## config.mk

```make
export PLATFORM = sky130hd
export DESIGN_NAME = keypad_emulator
export DESIGN_NICKNAME = d
export VERILOG_FILES = /design/src/rtl/keypad_emulator.sv
export SDC_FILE = /design/constraint.sdc
export NUM_CORES = 1
export LEC_CHECK = 0
export CAP_MARGIN = 0
export CORE_ASPECT_RATIO = 0.7
export CORE_MARGIN = 2
export CORE_UTILIZATION = 37
export CTS_CLUSTER_SIZE = 16
export DETAILED_ROUTE_END_ITERATION = 7
export DONT_BUFFER_PORTS = 1
export GPL_ROUTABILITY_DRIVEN = 0
export GPL_TIMING_DRIVEN = 0
export RECOVER_POWER = 100
export SYNTH_ARGS = -nofsm -noshare
export SYNTH_HDL_FRONTEND = slang
export SYNTH_SLANG_ARGS = --single-unit
```

## constraint.sdc

```tcl
create_clock -name clk -period 3.61 [get_ports clk]
set_input_delay 0.722 -clock clk [delete_from_list [all_inputs] [get_ports clk]]
set_output_delay 0.722 -clock clk [all_outputs]
set_load 0.01 [all_outputs]
```

## src/rtl/keypad_emulator.sv

```systemverilog
// Keypad emulator: answers a 4x4 matrix scanner as if one queued key were held,
// pressing for HOLD_CYCLES and then guaranteeing GAP_CYCLES of release.
module keypad_emulator #(
  parameter int HOLD_CYCLES = 2000,
  parameter int GAP_CYCLES  = 2000,
  parameter int CNT_W       = 24
) (
  input  logic       clk,
  input  logic       rst_n,
  input  logic       key_valid,
  input  logic [3:0] key_code,
  output logic       key_ready,
  input  logic       key_abort,
  input  logic [3:0] IO_P4_COL,
  output logic [3:0] IO_P4_ROW,
  output logic       busy,
  output logic       done,
  output logic [1:0] fsm_state
);

  // Handshake: a key is taken on a rising clk edge where key_valid and key_ready
  // are both high; key_valid without key_ready is dropped, never queued.

  typedef enum logic [1:0] {
    IDLE    = 2'd0,
    PRESS   = 2'd1,
    RELEASE = 2'd2
  } state_t;

  localparam int HOLD_EFF = (HOLD_CYCLES < 1) ? 1 : HOLD_CYCLES;
  localparam int GAP_EFF  = (GAP_CYCLES < 1) ? 1 : GAP_CYCLES;
  localparam logic [CNT_W-1:0] HOLD_LAST = CNT_W'(HOLD_EFF - 1);
  localparam logic [CNT_W-1:0] GAP_LAST  = CNT_W'(GAP_EFF - 1);

  state_t           state;
  logic [CNT_W-1:0] cnt;
  logic [CNT_W-1:0] cnt_inc;
  logic [3:0]       code;

  // Saturating increment so a mis-sized counter sticks rather than wraps.
  assign cnt_inc = (cnt == {CNT_W{1'b1}}) ? cnt : cnt + CNT_W'(1);

  always_ff @(posedge clk or negedge rst_n) begin
    if (!rst_n) begin
      state <= IDLE;
      cnt   <= '0;
      code  <= 4'h0;
      done  <= 1'b0;
    end else begin
      done <= 1'b0;
      case (state)
        IDLE: begin
          if (key_valid) begin
            code  <= key_code;
            cnt   <= '0;
            state <= PRESS;
          end
        end
        PRESS: begin
          if (key_abort || (cnt >= HOLD_LAST)) begin
            cnt   <= '0;
            state <= RELEASE;
          end else begin
            cnt <= cnt_inc;
          end
        end
        RELEASE: begin
          if (cnt >= GAP_LAST) begin
            cnt   <= '0;
            done  <= 1'b1;
            state <= IDLE;
          end else begin
            cnt <= cnt_inc;
          end
        end
        default: begin
          cnt   <= '0;
          state <= IDLE;
        end
      endcase
    end
  end

  assign key_ready = (state == IDLE);
  assign busy      = (state != IDLE);
  assign fsm_state = state;

  // Rows follow the live column drive so the scanner sees the key only in its column slot.
  always_comb begin
    IO_P4_ROW = 4'b1111;
    if ((state == PRESS) && !IO_P4_COL[code[1:0]]) begin
      IO_P4_ROW[code[3:2]] = 1'b0;
    end
  end

endmodule
```

==> run metrics <==
Slew headroom 59.8%; cts repair resizes 0; fin nets 169; Psw 333 uW; post-route antenna net violation count 0; TritonRoute pass-1 iters 4; Synth async-reset ratio 100%; P&R area growth vs syn 8.43%; Cell Pwr Density 596 nW/um^2; post-synth top area share about half; total power 1.01 mW; Period Utilization, post-route between 60% and 70%; # hold bufs at CTS 0; first-pass GRT wire length between 5 and 6 mm; RR Endpoint cnt[6]; unrepaired setup endpoints after global routing no; largest area contributor in the netlist dfrtp_1; worst-skew pair later-pin latency about 0.28 ns; Wirelength per Cell between 15 and 20 um; share of post-route cells with drive strength above 1 9.09%; dpl cells about 200; total track usage between 10 and 15%; maxcap violations 0; post-CTS setup buffer count 0; Post-synth top cells dfrtp_1 (31), and2_1 (14), nand2_1 (12), nor2_1 (8), a21oi_1 (7); die area ~4800 sq um; die width between 80 and 90 um; DR iter-0 viols 57; clk sinks 31; Logic pwr share 27.4%; via count roughly 1,100; mean post-synth cell area around 11 sq um; CP dominant cell by count nor2b_1; WL final about 3.2 mm; CTS clock-pin slew for the worst setup and hold paths around 0.070 ns; I/O Pins 21; CP arrival 1.67 ns; clock network fraction of design power about 30%; Syn Nets between 150 and 200; Critical Path End Type output pin; top_reg_cell synth dfrtp_1; drt via density ~5.5; max incr delay on CP approximately 0.45 ns; Worst-Margin Slew ~0.60 ns; total grt overflow 0; CTS tree done; Cell Rows 19; kind of critical path input pin to output pin; H-tree depth 2; P_int roughly 670 uW; FF-to-FF path depth 6; count leader, synth dfrtp_1; flop2flop setup slack around 1.4 ns; fill cell count about 380; top post-synthesis cells by area dfrtp_1 (50%), and2_1 (5.6%), ha_1 (3.2%); ANT cells 0; Initial Util 39.0%; Worst Hold Class input pin to async pin; Max Root-Sink Buffers 2; Die Y roughly 60 um; final hold vios 0; Worst VDD drop approximately 0.33 mV; Max Clk Rate between 0.4 and 0.5 GHz; Critical-path top delay cell mux4_2; status completed; Sum Neg Setup Slack 0 ns; reg-to-reg startpoint cnt[0]; detailed placer's ending HPWL ~2.3 mm; number of synthesized flops with an enable pin 0; Syn Inst Count ~150; pin count of the biggest net entering global routing 32; synth unique cells 37; Root Buffer clkbuf_8; sequential-to-total area share from yosys stat 49.8%; core region area approximately 4000 sq um; minimum clock period about 2.4 ns; initial antenna violation count 0; Critical Path RT just under 3 ns; Synth Warn # 0; IO Port Bufs 0; CP max FO 3; final hold slack between 0.1 and 0.15 ns; Layout Cells excl Fill ~210; clk_skew around 0.01 ns; sw frac between 30 and 40%; area of the mapped netlist around 1600 sq um; drt drc 0; TritonCTS Buffers 5; Final Setup Violations 0; Leakage Power about 0.7 nW; number of global-route vias before repair 1,072; Slew Viols, Final 0; Seq pwr share a little over two fifths; origin of the worst setup path IO_P4_COL[3]; crit path cell chain mux4_2 > nor2b_1 > nor2b_1 > nand2_1; number of synthesized register bits 31; Startpoint Class input pin
cells in the final DEF (no fill, tap or decap), types with 3 or more instances in the layout:
cell type	count
a211oi_1	5
a21oi_1	7
a311oi_1	3
a31oi_1	3
and2_0	8
and2_1	6
and3_1	5
clkbuf_1	4
clkbuf_8	7
dfrtp_1	31
ha_1	4
inv_1	6
mux2_2	4
nand2_1	12
nand2b_1	3
nand3_1	6
nand4_1	7
nor2_1	8
nor2b_1	4
metal layers:
layer	GRT usage, %	vias up	share of wire (%)	wire length [um]
met5	0	-	0	0
met4	5.00	0	1.4	44
met3	5.06	6	4.7	152
met2	20.0	19	43	1390
met1	22.3	561	51	1620
li1	-	557	-	-
registers in the layout, summed over array words and instances (netlist names):
register   flops
done           1
fsm_state      2
code           4
cnt           24
metrics by stage:
stage | cell area [sq um] | utilization [%] | setup WS, ns
6_report | 1690 | 42.3 | 1.22
2_1_floorplan | 1560 | - | 1.28
5_1_grt | 1690 | 42.3 | 1.11
3_3_place_gp | 1620 | 40.7 | 1.25
4_1_cts | 1720 | 43.2 | 1.22
3_5_place_dp | 1620 | 40.7 | 1.22
critical path, delay by kind of cell:
| family | cells | cell delay (ns) |
|---|---|---|
| multiplexers | 1 | 0.45 |
| AND/OR/NAND/NOR | 3 | 0.49 |
cell type report:
cell class	instances	area, sq um	share of cell area, %
Sequential cell	31	776	45.9
Multi-Input combinational cell	105	708	41.9
Clock buffer	8	100	5.92
Tap cell	52	65.1	3.85
Inverter	6	22.5	1.33
Buffer	4	18.8	1.11
kinds of logic (layout without fill, tap and decap cells):
| group | Yosys count | in the layout | share of synthesized area, % |
|---|---|---|---|
| and+or+nand+nor | 67 | 67 | 23.8 |
| DFF | 31 | 31 | 49.8 |
| AOI/OAI and AO/OA | 28 | 28 | 15.0 |
| buffers and inverters | 10 | 18 | 3.21 |
| muxes | 6 | 6 | 5.06 |
| adders and majority gates | 4 | 4 | 3.21 |
worst max path at each step:
stage,to,slack [ns],cells after the start
global route,IO_P4_ROW[0],1.11,4
floorplan,IO_P4_ROW[0],1.28,4
finish,IO_P4_ROW[1],1.22,4
CTS,IO_P4_ROW[1],1.22,4
detailed placement,IO_P4_ROW[1],1.22,4
global placement,IO_P4_ROW[0],1.25,4
power by group through the flow:
stage	registers [mW]	logic (mW)	clock network, mW
2_1_floorplan	0.428	0.244	0
6_report	0.431	0.276	0.300
3_5_place_dp	0.438	0.302	0
4_1_cts	0.432	0.303	0.306
3_3_place_gp	0.435	0.290	0
5_1_grt	0.439	0.304	0.324
(Power assumes the default switching activity.)
